<file path="src/rtl/clock_ctrl_pkg.sv">
// Shared definitions for the clock-setting controller: FSM states,
// digit indices (1 = sec-units .. 6 = hr-tens) and per-digit limits.
package clock_ctrl_pkg;

    typedef enum logic [1:0] {
        RUN,
        EDIT,
        COMMIT,
        LOAD
    } state_t;

    localparam logic [2:0] IDX_SEC_U = 3'd1;
    localparam logic [2:0] IDX_SEC_T = 3'd2;
    localparam logic [2:0] IDX_MIN_U = 3'd3;
    localparam logic [2:0] IDX_MIN_T = 3'd4;
    localparam logic [2:0] IDX_HR_U  = 3'd5;
    localparam logic [2:0] IDX_HR_T  = 3'd6;

    localparam logic [3:0] LIM_UNITS      = 4'd10;
    localparam logic [3:0] LIM_TENS       = 4'd6;
    localparam logic [3:0] LIM_HR_T       = 4'd3;
    localparam logic [3:0] LIM_HR_U_AT_20 = 4'd4;

    // Wrap value of a digit; hr-units is limited to 0..3 while hr-tens is 2.
    function automatic logic [3:0] digit_limit(input logic [2:0] idx,
                                               input logic [3:0] hr_tens);
        case (idx)
            IDX_SEC_U, IDX_MIN_U: return LIM_UNITS;
            IDX_SEC_T, IDX_MIN_T: return LIM_TENS;
            IDX_HR_U:             return (hr_tens == 4'd2) ? LIM_HR_U_AT_20 : LIM_UNITS;
            IDX_HR_T:             return LIM_HR_T;
            default:              return LIM_UNITS;
        endcase
    endfunction

endpackage

</file>
<file path="src/rtl/clock_set_ctrl_key_edge.sv">
// Registered rising-edge detector: one-cycle pulse per 0->1 key transition.
module key_edge (
    input  logic clk,
    input  logic rst_n,
    input  logic key,
    output logic rise
);

    logic key_q;
    logic key_qq;

    // Two-stage key level history.
    always_ff @(posedge clk or negedge rst_n) begin
        if (!rst_n) begin
            key_q  <= 1'b0;
            key_qq <= 1'b0;
        end else begin
            key_q  <= key;
            key_qq <= key_q;
        end
    end

    assign rise = key_q & ~key_qq;

endmodule

</file>
<file path="src/rtl/clock_set_ctrl.sv">
// Clock-setting controller: edits six time digits from buttons, commits them
// to the datapath one digit per cycle, and drives display scan and blink.
module clock_set_ctrl
    import clock_ctrl_pkg::*;
#(
    parameter int SCAN_DIV  = 50000,
    parameter int BLINK_DIV = 12500000
) (
    input  logic       clk,
    input  logic       rst_n,
    input  logic       key_mode,
    input  logic       key_next,
    input  logic       key_inc,
    input  logic       key_clr,
    output logic [3:0] sel1,
    output logic [3:0] data,
    output logic       ld_n,
    output logic       clr_n,
    output logic [3:0] sel2,
    output logic       blink
);

    localparam int SCAN_W  = (SCAN_DIV  > 1) ? $clog2(SCAN_DIV)  : 1;
    localparam int BLINK_W = (BLINK_DIV > 1) ? $clog2(BLINK_DIV) : 1;

    logic ev_mode, ev_next, ev_inc, ev_clr;

    key_edge u_edge_mode (.clk(clk), .rst_n(rst_n), .key(key_mode), .rise(ev_mode));
    key_edge u_edge_next (.clk(clk), .rst_n(rst_n), .key(key_next), .rise(ev_next));
    key_edge u_edge_inc  (.clk(clk), .rst_n(rst_n), .key(key_inc),  .rise(ev_inc));
    key_edge u_edge_clr  (.clk(clk), .rst_n(rst_n), .key(key_clr),  .rise(ev_clr));

    state_t            state, state_nx;
    logic [2:0]        idx, idx_nx;
    logic [2:0]        k, k_nx;
    logic [6:1][3:0]   digit, digit_nx;
    logic [3:0]        cur, lim, inc_val;
    logic [SCAN_W-1:0] scan_cnt;
    logic [BLINK_W-1:0] blink_cnt;

    // FSM and edit-register state.
    always_ff @(posedge clk or negedge rst_n) begin
        if (!rst_n) begin
            state <= RUN;
            idx   <= IDX_SEC_U;
            k     <= IDX_SEC_U;
            digit <= '0;
        end else begin
            state <= state_nx;
            idx   <= idx_nx;
            k     <= k_nx;
            digit <= digit_nx;
        end
    end

    // Next state, digit editing and datapath strobes; mode > next > inc.
    always_comb begin
        state_nx = state;
        idx_nx   = idx;
        k_nx     = k;
        digit_nx = digit;
        sel1     = '0;
        data     = digit[idx];
        ld_n     = 1'b1;
        clr_n    = 1'b1;
        cur      = digit[idx];
        lim      = digit_limit(idx, digit[IDX_HR_T]);
        inc_val  = (cur + 4'd1 >= lim) ? '0 : cur + 4'd1;
        case (state)
            RUN: begin
                if (ev_clr) begin
                    clr_n = 1'b0;
                end
                if (ev_mode) begin
                    state_nx = EDIT;
                    idx_nx   = IDX_SEC_U;
                    digit_nx = '0;
                end
            end
            EDIT: begin
                if (ev_mode) begin
                    state_nx = COMMIT;
                    k_nx     = IDX_SEC_U;
                end else if (ev_next) begin
                    idx_nx = (idx == IDX_HR_T) ? IDX_SEC_U : idx + 3'd1;
                end else if (ev_inc) begin
                    digit_nx[idx] = inc_val;
                    if (idx == IDX_HR_T && inc_val == 4'd2 && digit[IDX_HR_U] > 4'd3) begin
                        digit_nx[IDX_HR_U] = '0;
                    end
                end
            end
            COMMIT: begin
                sel1 = {1'b0, k};
                data = digit[k];
                if (k == IDX_HR_T) begin
                    state_nx = LOAD;
                end else begin
                    k_nx = k + 3'd1;
                end
            end
            LOAD: begin
                ld_n     = 1'b0;
                state_nx = RUN;
            end
            default: state_nx = RUN;
        endcase
    end

    // Display digit scan, free-running in every state.
    always_ff @(posedge clk or negedge rst_n) begin
        if (!rst_n) begin
            scan_cnt <= '0;
            sel2     <= 4'd1;
        end else if (scan_cnt == SCAN_W'(SCAN_DIV - 1)) begin
            scan_cnt <= '0;
            sel2     <= (sel2 == 4'd6) ? 4'd1 : sel2 + 4'd1;
        end else begin
            scan_cnt <= scan_cnt + SCAN_W'(1);
        end
    end

    // Edit-cursor blink: forced on at EDIT entry, off as soon as EDIT is left.
    always_ff @(posedge clk or negedge rst_n) begin
        if (!rst_n) begin
            blink_cnt <= '0;
            blink     <= 1'b0;
        end else if (state_nx != EDIT) begin
            blink_cnt <= '0;
            blink     <= 1'b0;
        end else if (state != EDIT) begin
            blink_cnt <= '0;
            blink     <= 1'b1;
        end else if (blink_cnt == BLINK_W'(BLINK_DIV - 1)) begin
            blink_cnt <= '0;
            blink     <= ~blink;
        end else begin
            blink_cnt <= blink_cnt + BLINK_W'(1);
        end
    end

endmodule

</file>
<file path="config.mk">
export PLATFORM = sky130hd
export DESIGN_NAME = clock_set_ctrl
export DESIGN_NICKNAME = d
export VERILOG_FILES = /design/src/rtl/clock_ctrl_pkg.sv /design/src/rtl/clock_set_ctrl_key_edge.sv /design/src/rtl/clock_set_ctrl.sv
export SDC_FILE = /design/constraint.sdc
export NUM_CORES = 1
export LEC_CHECK = 0
export CORE_MARGIN = 1
export CORE_UTILIZATION = 58
export CTS_CLUSTER_SIZE = 20
export DETAILED_ROUTE_END_ITERATION = 16
export DONT_BUFFER_PORTS = 1
export GPL_ROUTABILITY_DRIVEN = 0
export HOLD_SLACK_MARGIN = 0.15
export PLACE_DENSITY = 0.78
export SKIP_CTS_REPAIR_TIMING = 1
export SYNTH_ARGS = -nofsm -noshare
export SYNTH_HDL_FRONTEND = slang
export SYNTH_SLANG_ARGS = --single-unit
</file>
<file path="constraint.sdc">
create_clock -name clk -period 7.33 [get_ports clk]
set_input_delay 1.466 -clock clk [delete_from_list [all_inputs] [get_ports clk]]
set_output_delay 1.466 -clock clk [all_outputs]
set_load 0.01 [all_outputs]
</file>
==> results_dict.tcl, run 1 <==
set metrics [dict create \
    fin_skew_ps 10.0 \
    die_x_um 90.2 \
    synth.largest_area_cell "dfrtp_1" \
    dr_total_vias 3399 \
    synth_most_common_cell "dfrtp_1" \
    dp_hpwl_mm 6.74 \
    dr.max_layer_used "met4" \
    synth-edff-count 0 \
    dr.pass1.iters 5 \
    multi_input_area_um2 2230 \
    post-route-period-util_pct 59.0 \
    grt_pass1_wl_mm 16.6 \
    syn_area_per_cell_um2 9.93 \
    crit_required_ps 7590 \
    core.rowCount 31 \
    drtIter0Drc 289 \
    fillers 605 \
    fin_ws_ps 3000 \
    status "finished, final reports clean" \
    fin_tns_setup_ps 0 \
    path_clk_slew_ps 80 \
    antenna_cells 0 \
    die_h_um 90.2 \
    synth_fp_nets 469 \
    ys_async_sr_fraction_pct 100 \
    synth-seq-cells 85 \
    critPathArrivalTime_ps 4590 \
    grt_max_degree 86 \
    critPathSlowestCell "dfstp_2" \
    cts_tree "built" \
    cts_root_buf "clkbuf_8" \
    io_pins 21 \
    max_stage_delay_ps 870 \
    crit_buf_inv 1 \
    port_buffers 0 \
    met1_length_mm 4.32 \
    drive_gt1_share_pct 7.78 \
    startpoint_type "flip-flop" \
    numCtsBuffers 9 \
    rsz0062_at_grt "no" \
    dieArea_um2 8130 \
    wl_per_cell_um 17.7 \
    netlist_top_cells_count "dfrtp_1, nor2_1, nand2_1, nand3_1, o2bb2ai_1" \
    cp-end-kind "flip-flop" \
    max-slew-margin-rel_pct 35.7 \
    crit_chain "mux2i_1 > mux4_2 > nor3_1 > xor2_1 > inv_1 > ha_1 > a2111o_1 > a21oi_1 > nand2_1 > o2bb2ai_1" \
    path_delay_family "compound AO/OA/AOI/OAI gates" \
    ys_types 52 \
    cts_buffer_depth 2 \
    grt.total_usage_pct 25.8 \
    seqCellArea_um2 2130 \
    synth_ff_type "dfrtp_1" \
    grt_pass1_vias 3375 \
    fmaxAchievable_ghz 0.231 \
    wl_mm 9.70 \
    fp.coreArea_um2 7370 \
    period_minus_slack_ps 4330 \
    syn_area_um2 4510 \
    fin_nets 461 \
    drc_errors 0 \
    total_power_mw 1.23 \
    worst_ir_drop_vdd_mv 0.130 \
    start_util_pct 61.2 \
    syn_inst 454 \
    htreeDepth 3 \
    clkLatencyLatePin_ps 350 \
    cp_max_fo 27 \
    vias_per_cell 6.19 \
    crit_type "flip-flop to flip-flop" \
    yosysSeqAreaShare_pct 47.3 \
    dr_wl_met3_um 718 \
    grt-ovfl-total 0 \
    utilization_pct 64.3 \
    hp-class "flip-flop to flip-flop" \
    worst_pin_slew_ps 964 \
    finalSetupViolCount 0 \
    yosys_warnings 0 \
    drv_cap 0 \
    area_growth_pct 5.14 \
    synth_top_area_share_pct 45.5 \
    place_ws_ps 3200 \
    antenna_found_initial 0 \
    dr_wl_met2_mm 4.42 \
    finalHoldViolations 0 \
    leakagePower_nw 1.99 \
    synth_area_leaders "dfrtp_1, nor2_1, o2bb2ai_1" \
    slew_violations 0 \
    antenna_left 0 \
    cts.sinks 85 \
    powerDensity_nw_per_um2 261 \
]
-- final cells by class --
| cell class | instances | share of cell area (%) |
|---|---|---|
| Multi-Input combinational cell | 334 | 47.1 |
| Sequential cell | 85 | 45.0 |
| Clock buffer | 11 | 2.98 |
| Tap cell | 99 | 2.61 |
| Inverter | 15 | 1.19 |
| Clock inverter | 4 | 1.03 |
| Timing Repair Buffer | 1 | 0.158 |
-- metal layers --
layer  vias up  GRT usage, %
li1       1599             -
met1      1645          36.3
met2       131          37.9
met3        24          6.18
met4         0          11.6
met5         -             0
-- through the flow --
stage / area, um2 / instances / hold slack (ps)
finish: 4740 / 549 / 387
global route: 4740 / 549 / 392
CTS: 4740 / 549 / 386
detailed placement: 4550 / 534 / 368
global placement: 4550 / 534 / 353
floorplan: 4510 / 454 / 346
-- registers in the layout (all words and copies together) (netlist names) --
register / cells
u_edge_mode.key_qq: 1
u_edge_clr.key_q: 1
scan_cnt: 16
sel2: 4
u_edge_inc.key_qq: 1
blink: 1
k: 3
u_edge_next.key_q: 1
u_edge_clr.key_qq: 1
u_edge_mode.key_q: 1
idx: 3
blink_cnt: 24
digit: 24
u_edge_inc.key_q: 1
state: 2
u_edge_next.key_qq: 1
-- power by group --
group	switching, mW	internal (mW)
Combinational	0.189	0.110
Clock	0.160	0.165
Sequential	0.101	0.509
-- placed cells by master, fill, tap and decap left out, types with 3 or more instances in the layout --
cell type / instances
dfrtp_1: 82
nor2_1: 49
nand2_1: 43
nand3_1: 21
o2bb2ai_1: 21
xnor2_1: 20
xor2_1: 19
a21oi_1: 16
inv_1: 15
nand4_1: 14
mux2i_1: 13
o21ai_0: 13
nand2b_1: 10
clkbuf_8: 10
ha_1: 9
nor3_1: 7
nor2b_1: 7
nor4_1: 6
mux2_2: 5
a21o_1: 5
and3_1: 5
mux4_2: 4
and2_1: 4
a221oi_1: 4
a211oi_1: 4
or3_1: 3
o211ai_1: 3
dfstp_2: 3
-- logic make-up after synthesis --
| family | share of synthesized area [%] |
|---|---|
| adder cells (fa/ha/maj) | 2.50 |
| AO/OA/AOI/OAI | 12.8 |
| multiplexers | 6.14 |
| buffers and inverters | 3.39 |
| other | 0.0832 |
| XOR/XNOR | 7.58 |
| flip-flops | 47.3 |
| AND/OR/NAND/NOR | 20.2 |
-- worst paths after layout --
check	from	end	slack, ps	cells past startpoint
hold reg to reg	u_edge_inc.key_q	u_edge_inc.key_qq	390	0
hold / removal	u_edge_inc.key_q	u_edge_inc.key_qq	390	0
setup / recovery	idx[0]	digit[4]	3000	10
min in group asynchronous	rst_n	state[1]	800	0
max in group asynchronous	rst_n	sel2[0]	6320	0
setup reg to reg	idx[0]	digit[4]	3000	10
Power figures use the tool's default switching activity.
==> run 2: changes to the inputs <==
ABC_AREA = 1   (was unset)
PLACE_DENSITY = 0.8   (was 0.78)
clock period = 3.7 ns   (was 7.33 ns; I/O delays follow)
==> run 2 against run 1 <==
  * Cell count rose by 32%
  * Sequential share of layout area fell by 3.4 points
  * Sequential power rose by 95%
  * Largest power group unchanged
  * Critical path type unchanged
  * Setup slack got worse by 2700 ps
  * Final area rose by 8.1%
  * Via count rose by 21%
  * Register-to-register slack got worse by 2700 ps
  * Total power rose by 140%
  * Die area rose by 6.2%
==> results_dict.tcl, run 2 <==
set metrics [dict create \
    status "finished, final reports clean" \
    slew_violations 0 \
    drv_cap 0 \
    startpoint_type "flip-flop" \
    yosys_warnings 0 \
    die_h_um 92.9 \
    dieArea_um2 8630 \
    r2r_end "digit[16]" \
    post-route-period-util_pct 91.7 \
    ys_types 46 \
    utilization_pct 65.3 \
    dr.pass1.iters 5 \
    synth_area_leaders "dfrtp_1, nand2_1, inv_1" \
    port_buffers 0 \
    rr_startpoint "idx[1]" \
    fin_tns_setup_ps 0 \
    cts_buffer_depth 2 \
    drive_gt1_share_pct 12.5 \
    place_ws_ps 405 \
    r2r_slack_ps 310 \
    drtIter0Drc 317 \
    cp-end-kind "flip-flop" \
    grt.total_usage_pct 27.1 \
    cp_max_fo 16 \
    antenna_cells 0 \
    fin_skew_ps 15.6 \
    fmaxAchievable_ghz 0.295 \
    die_x_um 92.9 \
    fin_ws_ps 306 \
    core.rowCount 32 \
    syn_area_per_cell_um2 7.80 \
    layout_commonest_cell "nand2_1" \
    cts_tree "built" \
    synth_fp_nets 630 \
    dr_total_vias 4101 \
    cts_root_buf "clkbuf_8" \
    rr_worst_depth 15 \
    rsz0062_at_grt "no" \
    numCtsBuffers 9 \
    synth_most_common_cell "nand2_1" \
    dp_hpwl_mm 8.17 \
    fp.coreArea_um2 7850 \
    worst_pin_slew_ps 575 \
    finalHoldViolations 0 \
    yosysSeqAreaShare_pct 44.4 \
    io_pins 21 \
    leakagePower_nw 2.32 \
    start_util_pct 61.1 \
    vias_per_cell 5.65 \
    wl_mm 10.8 \
    worst_ir_drop_vdd_mv 0.357 \
    critPathArrivalTime_ps 3680 \
    netlist_top_cells_count "nand2_1, inv_1, dfrtp_1, nor2_1, o21ai_0" \
    synth-seq-cells 85 \
    synth_top_area_share_pct 42.8 \
    finalSetupViolCount 0 \
    max-slew-margin-rel_pct 61.6 \
    path_clk_slew_ps 100 \
    final_cell_mix "nand2_1, inv_1, dfrtp_1, nor2_1, o21ai_0" \
    whs_ps 214 \
    synth_ff_type "dfrtp_1" \
    total_power_mw 2.95 \
    htreeDepth 3 \
    ys_async_sr_fraction_pct 100 \
    crit_required_ps 3990 \
    top_regs "blink_cnt: 24 flops, digit: 24 flops, scan_cnt: 16 flops" \
    hp-class "input port to async pin" \
    drc_errors 0 \
    synth-edff-count 0 \
    antenna_left 0 \
    syn_area_um2 4790 \
    grt_pass1_vias 3938 \
    area_growth_pct 6.84 \
    grt_pass1_wl_mm 18.2 \
    clkLatencyLatePin_ps 350 \
    synth.largest_area_cell "dfrtp_1" \
    syn_inst 615 \
    period_minus_slack_ps 3390 \
    grt_max_degree 86 \
    fillers 674 \
    crit_type "flip-flop to flip-flop" \
    fin_nets 634 \
    powerDensity_nw_per_um2 575 \
    grt-ovfl-total 0 \
    wl_per_cell_um 14.9 \
    cts.sinks 85 \
    antenna_found_initial 0 \
]
## run 2: logic make-up after synthesis
| family | Yosys count | share of synthesized area (%) |
|---|---|---|
| compound gates | 111 | 13.2 |
| buf+inv | 112 | 9.68 |
| xor+xnor | 7 | 1.28 |
| simple gates | 290 | 29.0 |
| fa+ha+maj | 9 | 2.35 |
| other cells | 1 | 0.0782 |
| flops | 85 | 44.4 |
## run 2: worst max-delay path, stage by stage, from the launching register on
cell and delay (ps):
dfrtp_1 720, buf_4 250, nand2_4 60, o21ai_1 130
nor2_1 60, nor2_1 160, nand4_1 200, nand2_1 130
inv_1 50, ha_1 300, a21oi_1 200, nand3_1 170
inv_1 160, nand2_2 160, or4_1 510, nand2_1 90
## run 2: final cells by class
type                            instances  area, um2  area share (%)
Clock buffer                           10        138            2.69
Clock inverter                          6       95.1            1.86
Inverter                              101        382            7.45
Multi-Input combinational cell        418       2200            42.9
Sequential cell                        85       2130            41.6
Tap cell                              102        128            2.49
Timing Repair Buffer                    4       50.0           0.977
## run 2: worst max path at each step
stage	start	to	depth (start not counted)
final	idx[1]	digit[16]	15
after global placement	idx[0]	digit[16]	19
after floorplan	idx[0]	digit[16]	20
after detailed placement	idx[0]	digit[16]	19
after global routing	idx[1]	digit[19]	24
after CTS	idx[0]	digit[16]	16
## run 2: through the flow
step | cells | area [um2]
4_1_cts | 725 | 5090
3_5_place_dp | 709 | 4860
5_1_grt | 726 | 5120
3_3_place_gp | 709 | 4860
2_1_floorplan | 615 | 4790
6_report | 726 | 5120
## run 2: power by group
group          switching, mW  total [mW]  internal, mW
logic                  0.717        1.02         0.299
registers              0.152        1.19          1.04
clock network          0.341       0.745         0.404
total                   1.21        2.95          1.74
## run 2: metal layers
layer  up-vias  wire, um  GRT usage (%)
met5         -         0              0
met4         0       384           11.5
met3        32       807           5.25
met2       159      5030           43.2
met1      1892      4630           36.2
li1       2018         -              -
==> run 3: changes to the inputs <==
ABC_AREA = unset   (was 1)
CORE_UTILIZATION = 57   (was 58)
CTS_CLUSTER_DIAMETER = 150   (was unset)
PLACE_DENSITY = 0.79   (was 0.8)
==> run 3 against run 2 <==
  * Flip-flop and latch count unchanged
  * Sequential power about the same
  * Clock skew down 5.7 ps
  * Combinational power down 34%
  * Critical endpoint is now digit[19]
  * Highest routed layer unchanged
==> results_dict.tcl, run 3 (synthesis gave the netlist of run 1 again) <==
set metrics [dict create \
    htreeDepth 3 \
    cts_buffer_depth 2 \
    port_buffers 0 \
    fin_skew_ps 9.93 \
    leakagePower_nw 2.04 \
    drive_gt1_share_pct 10.0 \
    drc_errors 0 \
    antenna_left 0 \
    top_regs "blink_cnt: 24 flops, digit: 24 flops, scan_cnt: 16 flops" \
    die_h_um 90.9 \
    cts.sinks 85 \
    cp-end-kind "flip-flop" \
    vias_per_cell 6.13 \
    grt.total_usage_pct 24.8 \
    layout_commonest_cell "dfrtp_1" \
    clkLatencyLatePin_ps 350 \
    powerDensity_nw_per_um2 514 \
    finalHoldViolations 0 \
    cp_max_fo 11 \
    fin_tns_setup_ps 0 \
    die_x_um 90.9 \
    period_minus_slack_ps 3560 \
    startpoint_type "flip-flop" \
    antenna_cells 0 \
    dp_hpwl_mm 6.75 \
    numCtsBuffers 9 \
    dieArea_um2 8270 \
    stdcell_area_um2 4830 \
    status "finished, final reports clean" \
    total_power_mw 2.49 \
    fin_cells 562 \
    fmaxAchievable_ghz 0.281 \
    finalSetupViolCount 0 \
    grt_max_degree 86 \
    dr_total_vias 3444 \
    final_cell_mix "dfrtp_1, nor2_1, nand2_1, nand3_1, o2bb2ai_1" \
    critPathArrivalTime_ps 3780 \
    crit_type "flip-flop to flip-flop" \
    fin_nets 470 \
    fp.coreArea_um2 7690 \
    r2r_slack_ps 140 \
    max-slew-margin-rel_pct 48.5 \
    rsz0062_at_grt "no" \
    start_util_pct 58.6 \
    postPlaceCellArea_um2 4600 \
    post-route-period-util_pct 96.1 \
    cts_root_buf "clkbuf_8" \
    utilization_pct 62.9 \
    drtIter0Drc 310 \
    wl_per_cell_um 17.6 \
    slew_violations 0 \
    drv_cap 0 \
    grt-ovfl-total 0 \
    hp-class "input port to async pin" \
    area_growth_pct 7.25 \
    dp_cells 544 \
    grt_pass1_vias 3459 \
    antenna_found_initial 0 \
    io_pins 21 \
    dr.pass1.iters 5 \
    path_clk_slew_ps 90 \
    worst_ir_drop_vdd_mv 0.241 \
    core.rowCount 32 \
    wl_mm 9.89 \
    worst_pin_slew_ps 772 \
    grt_pass1_wl_mm 16.2 \
    cts_tree "built" \
    crit_required_ps 3920 \
]
run 3: cell count changes in the layout (fill, tap and decap cells not counted), sizes merged, moves of 12 or more:
cell,previous run,this run
o21ai,43,13
nand3,44,21
nor2,85,49
mux2i,0,13
o22ai,18,2
xnor2,0,20
xor2,7,19
inv,101,15
a21oi,34,16
o2bb2ai,0,21
nand2,123,43
run 3: critical path: stages, from the launching register on:
cell,delay [ps]
dfstp_4,540
clkbuf_4,210
nand2b_1,160
mux4_2,500
inv_1,100
ha_1,280
ha_1,330
a2111o_1,390
a2111o_1,420
a2111oi_2,360
o22ai_1,140
run 3: layout make-up:
| class | instances | area [um2] |
|---|---|---|
| timing repair buffer | 10 | 95.1 |
| sequential | 85 | 2130 |
| clock buffer | 9 | 124 |
| clock inverter | 7 | 66.3 |
| tap | 102 | 128 |
| fill | 634 | 2850 |
| inverter | 15 | 56.3 |
| multi-input combinational | 334 | 2230 |
run 3: final timing paths:
path / from / end / cells after the start
max in group asynchronous: rst_n / blink_cnt[7] / 1
min in group clk: u_edge_clr.key_q / u_edge_clr.key_qq / 0
worst min-delay path: rst_n / idx[0] / 0
worst max register to register: idx[0] / digit[19] / 10
worst max-delay path: idx[0] / digit[19] / 10
worst min register to register: u_edge_clr.key_q / u_edge_clr.key_qq / 0
run 3: per-stage QoR:
stage          worst slack (ps)  hold WS [ps]
6_report                    144           221
3_3_place_gp                224           350
4_1_cts                    71.6          60.1
5_1_grt                    26.5           194
3_5_place_dp               87.6           364
2_1_floorplan               215           346
run 3: power by group:
part | leakage (nW) | switching, mW | internal (mW)
clock network | 0.0987 | 0.338 | 0.309
logic | 0.811 | 0.423 | 0.250
registers | 1.14 | 0.155 | 1.01
run 3: metal layers:
metal	global-route usage (%)	vias up	routed length (um)
li1	-	1613	-
met1	33.9	1675	4460
met2	38.6	132	4680
met3	5.47	24	538
met4	10.1	0	202
met5	0	-	0
